### src/rtl/cbus_flat_arbiter_pkg.sv
// Shared cbus types, burst encodings, arbiter FSM states and the round-robin pick helper.
package cbus_flat_arbiter_pkg;

  localparam int unsigned CBUS_MAX_CH = 8;

  localparam logic [1:0] CBUS_BURST_FIXED = 2'b00;
  localparam logic [1:0] CBUS_BURST_INCR  = 2'b01;
  localparam logic [1:0] CBUS_BURST_WRAP  = 2'b10;

  typedef struct packed {
    logic        valid;
    logic        is_write;
    logic [63:0] addr;
    logic [63:0] wdata;
    logic [7:0]  strobe;
    logic [1:0]  burst;
    logic [7:0]  len;
    logic [2:0]  size;
  } cbus_req_t;

  typedef struct packed {
    logic        ready;
    logic        last;
    logic [63:0] rdata;
  } cbus_resp_t;

  typedef enum logic {ARB_IDLE, ARB_BUSY} arb_state_t;

  typedef struct packed {
    logic       found;
    logic [2:0] idx;
  } rr_pick_t;

  // First set bit of valids at or after ptr, wrapping within num_ch channels.
  function automatic rr_pick_t rr_pick(input logic [7:0] valids, input logic [2:0] ptr,
                                       input int unsigned num_ch);
    rr_pick_t    res;
    logic [31:0] k;
    res = '0;
    for (int unsigned i = 0; i < CBUS_MAX_CH; i++) begin
      if (i < num_ch) begin
        k = (32'(ptr) + i) % num_ch;
        if (!res.found && valids[k[2:0]]) begin
          res.found = 1'b1;
          res.idx   = k[2:0];
        end
      end
    end
    return res;
  endfunction

endpackage

### src/rtl/cbus_flat_arbiter_if.sv
// Flat memory-bus port: arbiter drives the request side, memory drives the response side.
interface cbus_flat_arbiter_if;
  logic        valid;
  logic [63:0] addr;
  logic [63:0] wdata;
  logic [63:0] rdata;
  logic [7:0]  wstrobe;
  logic [1:0]  burst;
  logic [7:0]  len;
  logic [2:0]  size;
  logic        ready;
  logic        last;

  modport master (
    output valid, addr, wdata, wstrobe, burst, len, size,
    input  rdata, ready, last
  );

  modport slave (
    input  valid, addr, wdata, wstrobe, burst, len, size,
    output rdata, ready, last
  );
endinterface

### src/rtl/cbus_rr_picker.sv
// Combinational round-robin priority encoder over NUM_CH request bits.
module cbus_rr_picker
  import cbus_flat_arbiter_pkg::*;
#(
  parameter int unsigned NUM_CH = 2,
  parameter int unsigned CH_W   = (NUM_CH > 1) ? $clog2(NUM_CH) : 1
) (
  input  logic [NUM_CH-1:0] valids,
  input  logic [CH_W-1:0]   ptr,
  output logic              found,
  output logic [CH_W-1:0]   idx
);

  logic [7:0] valids_ext;
  logic [2:0] ptr_ext;
  rr_pick_t   pick;

  always_comb begin
    valids_ext               = '0;
    valids_ext[NUM_CH-1:0]   = valids;
    ptr_ext                  = '0;
    ptr_ext[CH_W-1:0]        = ptr;
    pick                     = rr_pick(valids_ext, ptr_ext, NUM_CH);
    found                    = pick.found;
    idx                      = pick.idx[CH_W-1:0];
  end

endmodule

### src/rtl/cbus_flat_arbiter.sv
// Round-robin arbiter of NUM_CH cbus masters onto one flat bus, grant held per transaction.
// Optional protocol checker enabled by defining CBUS_ARB_PROTOCOL_CHECK_EN.
module cbus_flat_arbiter
  import cbus_flat_arbiter_pkg::*;
#(
  parameter int unsigned NUM_CH        = 2,
  parameter int unsigned CH_W          = (NUM_CH > 1) ? $clog2(NUM_CH) : 1,
  parameter int unsigned CHECK_MAX_LEN = 255
) (
  input  logic                    clk,
  input  logic                    reset,
  input  cbus_req_t [NUM_CH-1:0]  ireqs,
  output cbus_resp_t [NUM_CH-1:0] iresps,
  cbus_flat_arbiter_if.master     bus,
  output logic [CH_W-1:0]         grant_id,
  output logic                    busy,
  output logic                    proto_err
);

  arb_state_t        state_q, state_d;
  logic [CH_W-1:0]   sel_q, sel_d;
  logic [CH_W-1:0]   rr_ptr_q, rr_ptr_d;
  logic [7:0]        len_q, len_d;
  logic [7:0]        beat_cnt_q, beat_cnt_d;
  logic [NUM_CH-1:0] req_valids;
  logic              pick_found;
  logic [CH_W-1:0]   pick_idx;
  cbus_req_t         cur;

  always_comb begin
    for (int k = 0; k < int'(NUM_CH); k++) begin
      req_valids[k] = ireqs[k].valid;
    end
  end

  cbus_rr_picker #(
    .NUM_CH (NUM_CH),
    .CH_W   (CH_W)
  ) u_picker (
    .valids (req_valids),
    .ptr    (rr_ptr_q),
    .found  (pick_found),
    .idx    (pick_idx)
  );

  assign cur = ireqs[sel_q];

  always_ff @(posedge clk or negedge reset) begin
    if (!reset) begin
      state_q    <= ARB_IDLE;
      sel_q      <= '0;
      rr_ptr_q   <= '0;
      len_q      <= '0;
      beat_cnt_q <= '0;
    end else begin
      state_q    <= state_d;
      sel_q      <= sel_d;
      rr_ptr_q   <= rr_ptr_d;
      len_q      <= len_d;
      beat_cnt_q <= beat_cnt_d;
    end
  end

  always_comb begin
    state_d    = state_q;
    sel_d      = sel_q;
    rr_ptr_d   = rr_ptr_q;
    len_d      = len_q;
    beat_cnt_d = beat_cnt_q;
    case (state_q)
      ARB_IDLE: begin
        if (pick_found) begin
          state_d    = ARB_BUSY;
          sel_d      = pick_idx;
          len_d      = ireqs[pick_idx].len;
          beat_cnt_d = '0;
        end
      end
      ARB_BUSY: begin
        if (bus.ready) begin
          beat_cnt_d = beat_cnt_q + 8'd1;
        end
        if (bus.ready && bus.last) begin
          state_d  = ARB_IDLE;
          // Wraps to 0 past the top channel; with one channel this is always 0.
          rr_ptr_d = (sel_q == CH_W'(NUM_CH - 1)) ? '0 : sel_q + 1'b1;
        end
      end
      default: state_d = ARB_IDLE;
    endcase
  end

  always_comb begin
    bus.valid   = 1'b0;
    bus.addr    = '0;
    bus.wdata   = '0;
    bus.wstrobe = '0;
    bus.burst   = '0;
    bus.len     = '0;
    bus.size    = '0;
    iresps      = '0;
    grant_id    = '0;
    busy        = 1'b0;
    if (state_q == ARB_BUSY) begin
      bus.valid           = cur.valid;
      bus.addr            = cur.addr;
      bus.wdata           = cur.wdata;
      bus.wstrobe         = cur.strobe & {8{cur.is_write}};
      bus.burst           = cur.burst;
      bus.len             = cur.len;
      bus.size            = cur.size;
      iresps[sel_q].ready = bus.ready;
      iresps[sel_q].last  = bus.last;
      iresps[sel_q].rdata = bus.rdata;
      grant_id            = sel_q;
      busy                = 1'b1;
    end
  end

`ifdef CBUS_ARB_PROTOCOL_CHECK_EN
  cbus_req_t snap_q;
  logic      proto_err_q;
  logic      in_busy;
  logic      err_last_early, err_last_missing, err_field, err_len;

  always_comb begin
    in_busy          = (state_q == ARB_BUSY);
    err_last_early   = in_busy && bus.ready && bus.last && (beat_cnt_q != len_q);
    err_last_missing = in_busy && bus.ready && !bus.last && (beat_cnt_q == len_q);
    err_field        = in_busy &&
        ({cur.addr, cur.is_write, cur.len, cur.size, cur.burst} !=
         {snap_q.addr, snap_q.is_write, snap_q.len, snap_q.size, snap_q.burst});
    err_len          = in_busy && (32'(len_q) > CHECK_MAX_LEN);
  end

  // Snapshot of the granted request, used to catch mid-transaction field changes.
  always_ff @(posedge clk or negedge reset) begin
    if (!reset) begin
      snap_q      <= '0;
      proto_err_q <= 1'b0;
    end else begin
      if (state_q == ARB_IDLE && pick_found) begin
        snap_q <= ireqs[pick_idx];
      end
      if (err_last_early || err_last_missing || err_field || err_len) begin
        proto_err_q <= 1'b1;
      end
    end
  end

  assign proto_err = proto_err_q;

  a_last_early : assert property (@(posedge clk) disable iff (!reset) !err_last_early)
    else $error("cbus arb: last at beat %0d, len %0d", beat_cnt_q, len_q);
  a_last_missing : assert property (@(posedge clk) disable iff (!reset) !err_last_missing)
    else $error("cbus arb: final beat %0d without last", beat_cnt_q);
  a_field : assert property (@(posedge clk) disable iff (!reset) !err_field)
    else $error("cbus arb: request fields changed during transaction on ch %0d", sel_q);
  a_len : assert property (@(posedge clk) disable iff (!reset) !err_len)
    else $error("cbus arb: len %0d above limit", len_q);
`else
  assign proto_err = 1'b0;
`endif

endmodule
### src/flat_wrapper.sv
// flat-port wrapper written by rule: the top's interface ports become plain ports
module cbus_flat_arbiter_flat import cbus_flat_arbiter_pkg::*;
#(
  parameter int unsigned NUM_CH        = 2,
  parameter int unsigned CH_W          = (NUM_CH > 1) ? $clog2(NUM_CH) : 1,
  parameter int unsigned CHECK_MAX_LEN = 255
)
  (clk, reset, ireqs, iresps, grant_id, busy, proto_err, bus_valid, bus_addr, bus_wdata, bus_wstrobe, bus_burst, bus_len, bus_size, bus_rdata, bus_ready, bus_last);
  cbus_flat_arbiter_if bus_i ();
  input  logic clk;
  input  logic reset;
  input  cbus_req_t [NUM_CH-1:0] ireqs;
  output cbus_resp_t [NUM_CH-1:0] iresps;
  output logic [CH_W-1:0] grant_id;
  output logic busy;
  output logic proto_err;
  output wire logic [$bits(bus_i.valid)-1:0] bus_valid;
  output wire logic [$bits(bus_i.addr)-1:0] bus_addr;
  output wire logic [$bits(bus_i.wdata)-1:0] bus_wdata;
  output wire logic [$bits(bus_i.wstrobe)-1:0] bus_wstrobe;
  output wire logic [$bits(bus_i.burst)-1:0] bus_burst;
  output wire logic [$bits(bus_i.len)-1:0] bus_len;
  output wire logic [$bits(bus_i.size)-1:0] bus_size;
  input wire logic [$bits(bus_i.rdata)-1:0] bus_rdata;
  input wire logic [$bits(bus_i.ready)-1:0] bus_ready;
  input wire logic [$bits(bus_i.last)-1:0] bus_last;
  assign bus_valid = bus_i.valid;
  assign bus_addr = bus_i.addr;
  assign bus_wdata = bus_i.wdata;
  assign bus_wstrobe = bus_i.wstrobe;
  assign bus_burst = bus_i.burst;
  assign bus_len = bus_i.len;
  assign bus_size = bus_i.size;
  assign bus_i.rdata = bus_rdata;
  assign bus_i.ready = bus_ready;
  assign bus_i.last = bus_last;
  cbus_flat_arbiter #(.NUM_CH(NUM_CH), .CH_W(CH_W), .CHECK_MAX_LEN(CHECK_MAX_LEN)) u_core (.clk(clk), .reset(reset), .ireqs(ireqs), .iresps(iresps), .bus(bus_i), .grant_id(grant_id), .busy(busy), .proto_err(proto_err));
endmodule
### config.mk
export PLATFORM = sky130hd
export DESIGN_NAME = cbus_flat_arbiter_flat
export DESIGN_NICKNAME = d
export VERILOG_FILES = /design/src/rtl/cbus_flat_arbiter_pkg.sv /design/src/rtl/cbus_flat_arbiter_if.sv /design/src/rtl/cbus_rr_picker.sv /design/src/rtl/cbus_flat_arbiter.sv /design/src/flat_wrapper.sv
export SDC_FILE = /design/constraint.sdc
export NUM_CORES = 1
export LEC_CHECK = 0
export ABC_AREA = 1
export BUFFER_PORTS_ARGS = -buffer_cell sky130_fd_sc_hd__buf_2
export CORE_AREA = 2 2 253 255
export CTS_CLUSTER_DIAMETER = 100
export CTS_CLUSTER_SIZE = 14
export DETAILED_ROUTE_END_ITERATION = 7
export DIE_AREA = 0 0 255 257
export GPL_TIMING_DRIVEN = 0
export PLACE_DENSITY = 0.36
export SETUP_SLACK_MARGIN = 0.1
export SLEW_MARGIN = 25
export SYNTH_ARGS = -nofsm -noshare
export SYNTH_HDL_FRONTEND = slang
export SYNTH_SLANG_ARGS = --single-unit
### constraint.sdc
create_clock -name clk -period 2 [get_ports clk]
set_input_delay 0.6 -clock clk [delete_from_list [all_inputs] [get_ports clk]]
set_output_delay 0.6 -clock clk [all_outputs]
set_load 0.01 [all_outputs]
==> reports/qor.txt, run 1 <==
Status: finished with violations
Failing checks: setup timing
Placer congestion estimate: 0.7877
Cell Area, Synth: 3166 um^2
Fin crit share: 1.101
Die width: 255 um
Wirelength per Cell: 19.83 um
Power Density: 1366 nW/um^2
Clock sinks: 3
Total gr overflow: 0
Met2 Use GR: 0.2345
Total number of vias: 7561
CTS Buffer Depth: 2
Synth warn: 0
Yosys cell types: 13
Hold crit path type: in -> async
Largest net degree at the start of global routing: 11
DRT Pass-1 Iters: 4
Post-route antenna net violation count: 0
WS Path Type: reg -> out
Final HPWL DP: 38920 um
Clk_skew: 0.002121 ns
Total power: 13220 uW
Net Switching: 7318 uW
Final Critical Period: 2.202 ns
Initial antenna violation count: 19
PnR worst setup slack: -0.2015 ns
Post-Layout Cell Count: 2282
Reg-to-reg endpoint: u_core.sel_q
Clk Latency, worst-skew pair: 0.22 ns
First-pass GRT wire length: 56270 um
Clock root cell: clkbuf_16
Sw Share: 0.5538
Chip height: 257 um
Crit. End Element: primary output
Detailed Route WL: 45240 um
Dpl cells: 2251
# Max-Cap Violations: 0
CTS clk-pin slew, worst paths: 0.03 ns
Starting density of the core: 0.05046
Number of H-tree levels: 1
Nets in the synthesized netlist: 1122
RSZ-0062 raised after global routing: yes
Leakage power of the design: 0.005976 uW
Largest fanout on the critical path: 8
Startpoint Class: register
Io pins: 655
Crit. Startpoint: u_core.state_q
Req. time, crit path: 1.40 ns
Cells after Synth: 752
I/O Buffers: 653
Setup TNS: -24.43 ns
Number of synthesized register bits: 3
Nets@finish: 1801
Slew Viols, Final: 0
Area of the die: 65540 um^2
Reg2reg start: u_core.state_q
Fillers: 7408
Worst R2R Setup Slack: 0.86 ns
Util after Layout: 0.1542
Post-route DRC violation count: 0
Fmax: 454.2 MHz
Most frequent cells in the layout: buf_2, nand2_1, nand3_1
Seq pwr share: 0.010
Pint: 5897 uW
Rows: 92
Met3 Use GR: 0.03126
Fin. Hold Viols: 0
Worst VDD drop: 0.4206 mV
R2r worst-path depth: 5
Commonest non-fill, non-tap cell in the layout: buf_2
Vias per cell: 3.313
Avg Inst Size Synth: 4.209 um^2
Setup violators final: 230
Sequential area share after synthesis: 0.02372
GRT Total Usage: 0.1240
CTS tree: built
Area grow syn2layout: 205.6%
Core Area: 62740 um^2
GR Util met1: 0.1385
CTS buffer count: 3
Layout cell share with drive strength beyond 1: 0.6266
Crit path DAT: 1.60 ns
Vias in the first global route: 7340
Initial DRC count: 322
Combinational power share: 0.966
Most Crowded Layer GR: met2
Clock power share: 0.024
synthesized netlist by cell type (all sizes together):
cell type / instances / area, um^2
dfrtp: 3 / 75.07
nand3: 146 / 730.7
inv: 78 / 292.8
nand2: 323 / 1215
buf: 56 / 300.3
clkbuf: 8 / 30.03
o21ai: 3 / 15.01
conb: 1 / 3.750
nor2: 134 / 503.0
power groups by stage:
stage / registers [uW] / logic [uW] / clock network, uW
after floorplan: 115 / 4440 / 0
after global placement: 121 / 9210 / 0
after detailed placement: 121 / 9160 / 0
after CTS: 133 / 11300 / 321
after global routing: 135 / 13800 / 327
final: 132 / 12800 / 319
worst max path at each step:
stage / end / slack, ns
6_report: bus_wdata[63] / -0.20
5_1_grt: bus_wdata[63] / -0.27
3_5_place_dp: bus_len[3] / -0.71
2_1_floorplan: bus_addr[47] / 0.26
3_3_place_gp: bus_len[3] / -0.73
4_1_cts: bus_wdata[22] / -0.23
per-layer routing:
metal / share of wire / wire length, um / vias up
met5: 0.0016 / 74 / -
met4: 0.027 / 1204 / 12
met3: 0.10 / 4622 / 68
met2: 0.50 / 22540 / 465
met1: 0.37 / 16800 / 3374
li1: - / - / 3642
registers in the layout, summed over array words and instances, names as in the netlist:
register / count
u_core.state_q: 1
u_core.sel_q: 1
u_core.rr_ptr_q: 1
worst max-delay path: stages (launching register included):
cell,delay [ns]
dfrtp_1,0.37
buf_6,0.15
nand2_8,0.11
inv_12,0.07
buf_16,0.17
buf_12,0.14
buf_12,0.11
nand2_2,0.04
nand2_1,0.04
buf_2,0.13
cell families (layout without fill, tap and decap cells):
group / count (synthesis) / in the layout / share of synthesized area
buf+inv: 142 / 820 / 0.1968
other cells: 1 / 7 / 0.001185
simple gates: 603 / 603 / 0.7735
compound gates: 3 / 3 / 0.004742
flops: 3 / 3 / 0.02371
through the flow:
step | instance area, um^2 | setup slack [ns] | hold slack [ns]
after floorplan | 3166 | 0.2624 | 0.3044
after global placement | 7492 | -0.7264 | 0.4070
after detailed placement | 7492 | -0.7138 | 0.4064
after CTS | 8603 | -0.2273 | 0.1725
after global routing | 9663 | -0.2691 | 0.1782
final | 9673 | -0.2015 | 0.1714
final cells by class:
| class | instances | area (um^2) | share of cell area |
|---|---|---|---|
| buffer | 64 | 862.1 | 0.08912 |
| tap | 846 | 1059 | 0.1094 |
| inverter | 78 | 310.3 | 0.03208 |
| clock buffer | 4 | 78.83 | 0.008149 |
| sequential | 3 | 76.32 | 0.007890 |
| antenna | 6 | 15.01 | 0.001552 |
| timing repair buffer | 674 | 4084 | 0.4222 |
| multi-input combinational | 607 | 3188 | 0.3296 |
timing repair:
item                       in CTS  in global routing
gates cloned                    3                  5
setup endpoints to repair     283                281
pin swaps                       2                 17
setup buffers                  12                  1
hold buffers                    0                  0
gates resized for setup       244                231
Power figures use the tool's default switching activity.
==> run 2: changes to the inputs <==
REMOVE_ABC_BUFFERS = 1   (was unset)
==> run 2 against run 1 <==
The flow still finishes with violations (setup timing). Critical path depth fell by 1. Register-to-register slack got worse by 0.23 ns. Die area did not move. Largest power group unchanged. Critical path type unchanged. Global-route usage fell by 1.1 points. Non-clock buffer count fell by 18. Highest routed layer unchanged.
==> reports/qor.txt, run 2 (synthesized netlist as in run 1, its figures left out) <==
Initial DRC count: 376 (+17%)
CTS buffer count: 3 (unchanged)
I/O Buffers: 653 (unchanged)
Final HPWL DP: 28040 um (-28%)
Post-Layout Cell Count: 2274 (-0.35%)
CTS clk-pin slew, worst paths: 0.03 ns (about the same)
Status: finished with violations
Detailed Route WL: 45610 um (+0.82%)
First-pass GRT wire length: 51640 um (-8.2%)
Io pins: 655 (unchanged)
Setup TNS: -47.12 ns (-22.69 ns)
Wirelength per Cell: 20.06 um (+1.2%)
Worst VDD drop: 0.7997 mV (+90%)
Worst R2R Setup Slack: 0.63 ns (-0.23 ns)
Reg2reg start: u_core.state_q
Vias per cell: 3.378 (+1.9%)
Post-route antenna net violation count: 0 (unchanged)
CTS Buffer Depth: 2 (unchanged)
Placed cell area: 7323 um^2 (-2.3%)
Number of H-tree levels: 1 (unchanged)
Failing checks: setup timing
Placer congestion estimate: 0.7625 (-3.2%)
Fin. Hold Viols: 0 (unchanged)
Clock root cell: clkbuf_16
Area grow syn2layout: 214.5%
Layout cell share with drive strength beyond 1: 0.6458 (+0.01925)
Util after Layout: 0.1587 (+0.004508)
Largest fanout on the critical path: 8 (unchanged)
Die width: 255 um (unchanged)
Reg-to-reg endpoint: u_core.sel_q
Chip height: 257 um (unchanged)
Starting density of the core: 0.05046 (unchanged)
Largest net degree at the start of global routing: 61 (+50)
Most frequent cells in the layout: buf_2, nand2_1, nand3_1
Fmax: 443.3 MHz (-2.4%)
Startpoint Class: register
Setup violators final: 278 (+21%)
Commonest non-fill, non-tap cell in the layout: buf_2
Initial antenna violation count: 17 (-2)
Req. time, crit path: 1.40 ns (about the same)
Total power: 14450 uW (+9.3%)
R2r worst-path depth: 4 (-1)
RSZ-0062 raised after global routing: yes
Nets@finish: 1794 (-0.39%)
Rows: 92 (unchanged)
Crit. End Element: primary output
Total number of vias: 7681 (+1.6%)
Cts hold-fix bufs: 0 (unchanged)
Core Area: 62740 um^2 (unchanged)
Final Critical Period: 2.256 ns (+0.05414 ns)
Largest regs: u_core.rr_ptr_q: 1 flops, u_core.sel_q: 1 flops, u_core.state_q: 1 flops
Fillers: 7329 (-1.1%)
Clk_skew: 0.001534 ns (-0.0005867 ns)
Crit path DAT: 1.66 ns (+0.06 ns)
CTS tree: built
Total gr overflow: 0 (unchanged)
PnR worst setup slack: -0.2556 ns (-0.05414 ns)
Slew Viols, Final: 0 (unchanged)
Clk Latency, worst-skew pair: 0.23 ns (about the same)
DRT Pass-1 Iters: 4 (unchanged)
WS Path Type: reg -> out
GRT Total Usage: 0.1134 (-0.01061)
Hold crit path type: in -> async
Cell area after layout: 9956 um^2 (+2.9%)
# Max-Cap Violations: 0 (unchanged)
Power Density: 1451 nW/um^2 (+6.2%)
Post-route DRC violation count: 0 (unchanged)
Leakage power of the design: 0.006073 uW (+1.6%)
Vias in the first global route: 7217 (-1.7%)
Area of the die: 65540 um^2 (unchanged)
Dpl cells: 2192 (-2.6%)
Fin crit share: 1.128 (+0.02707)
Clock sinks: 3 (unchanged)
run 2: cell types whose count changed in the layout (fill, tap and decap cells not counted), sizes merged:
| cell | before | now |
|---|---|---|
| clkbuf | 18 | 16 |
| bufbuf | 0 | 3 |
| diode | 6 | 5 |
| inv | 77 | 79 |
| nand2 | 323 | 329 |
| clkinv | 1 | 4 |
| buf | 724 | 705 |
run 2: area by class of cell:
| type | count | area [um^2] | area share |
|---|---|---|---|
| antenna | 5 | 12.51 | 0.001257 |
| clock buffer | 4 | 78.83 | 0.007918 |
| inverter | 78 | 335.3 | 0.03368 |
| multi-input combinational | 613 | 3405 | 0.3420 |
| sequential | 3 | 82.58 | 0.008295 |
| tap | 846 | 1059 | 0.1063 |
| timing repair buffer | 720 | 4893 | 0.4915 |
| timing repair inverter | 5 | 90.09 | 0.009049 |
run 2: how the worst max path moves through the flow:
stage / slack (ns) / depth (start not counted) / from / to
3_3_place_gp: -9.10 / 5 / u_core.state_q / bus_wdata[62]
3_5_place_dp: -1.60 / 7 / u_core.state_q / bus_wdata[25]
6_report: -0.26 / 8 / u_core.state_q / bus_addr[50]
4_1_cts: -0.24 / 5 / u_core.sel_q / bus_addr[19]
2_1_floorplan: -4.39 / 4 / u_core.state_q / bus_addr[0]
5_1_grt: -0.29 / 8 / u_core.state_q / bus_addr[58]
run 2: metal layers:
layer,global-route usage,part of all wire
met5,0,0.00094
met4,0.04760,0.058
met3,0.01780,0.084
met2,0.2160,0.49
met1,0.1221,0.36
run 2: critical path: stages, from the launching register on:
cell and delay, ns:
dfrtp_4 0.49, buf_16 0.15, nand2_8 0.10, inv_16 0.05
buf_12 0.13, clkbuf_16 0.18, nand2_2 0.10, nand2_1 0.06
buf_2 0.13
run 2: where the power goes:
| group | total [uW] | switching [uW] | internal, uW |
|---|---|---|---|
| clock | 323 | 59.2 | 263 |
| combinational | 13900 | 8140 | 5800 |
| sequential | 189 | 85.3 | 104 |
run 2: repair_timing:
item | 4_1_cts | 5_1_grt
setup endpoints to repair | 285 | 284
endpoints found under the hold margin | 0 | 0
cloned | 20 | 21
buffers inserted | 23 | 11
pin swaps | 3 | 19
gates resized for setup | 97 | 256
run 2: through the flow:
step / setup slack, ns / hold WS (ns)
3_5_place_dp: -1.603 / 0.4317
4_1_cts: -0.2351 / 0.1967
5_1_grt: -0.2895 / 0.1972
3_3_place_gp: -9.102 / 0.4347
2_1_floorplan: -4.390 / 0.3044
6_report: -0.2556 / 0.1857
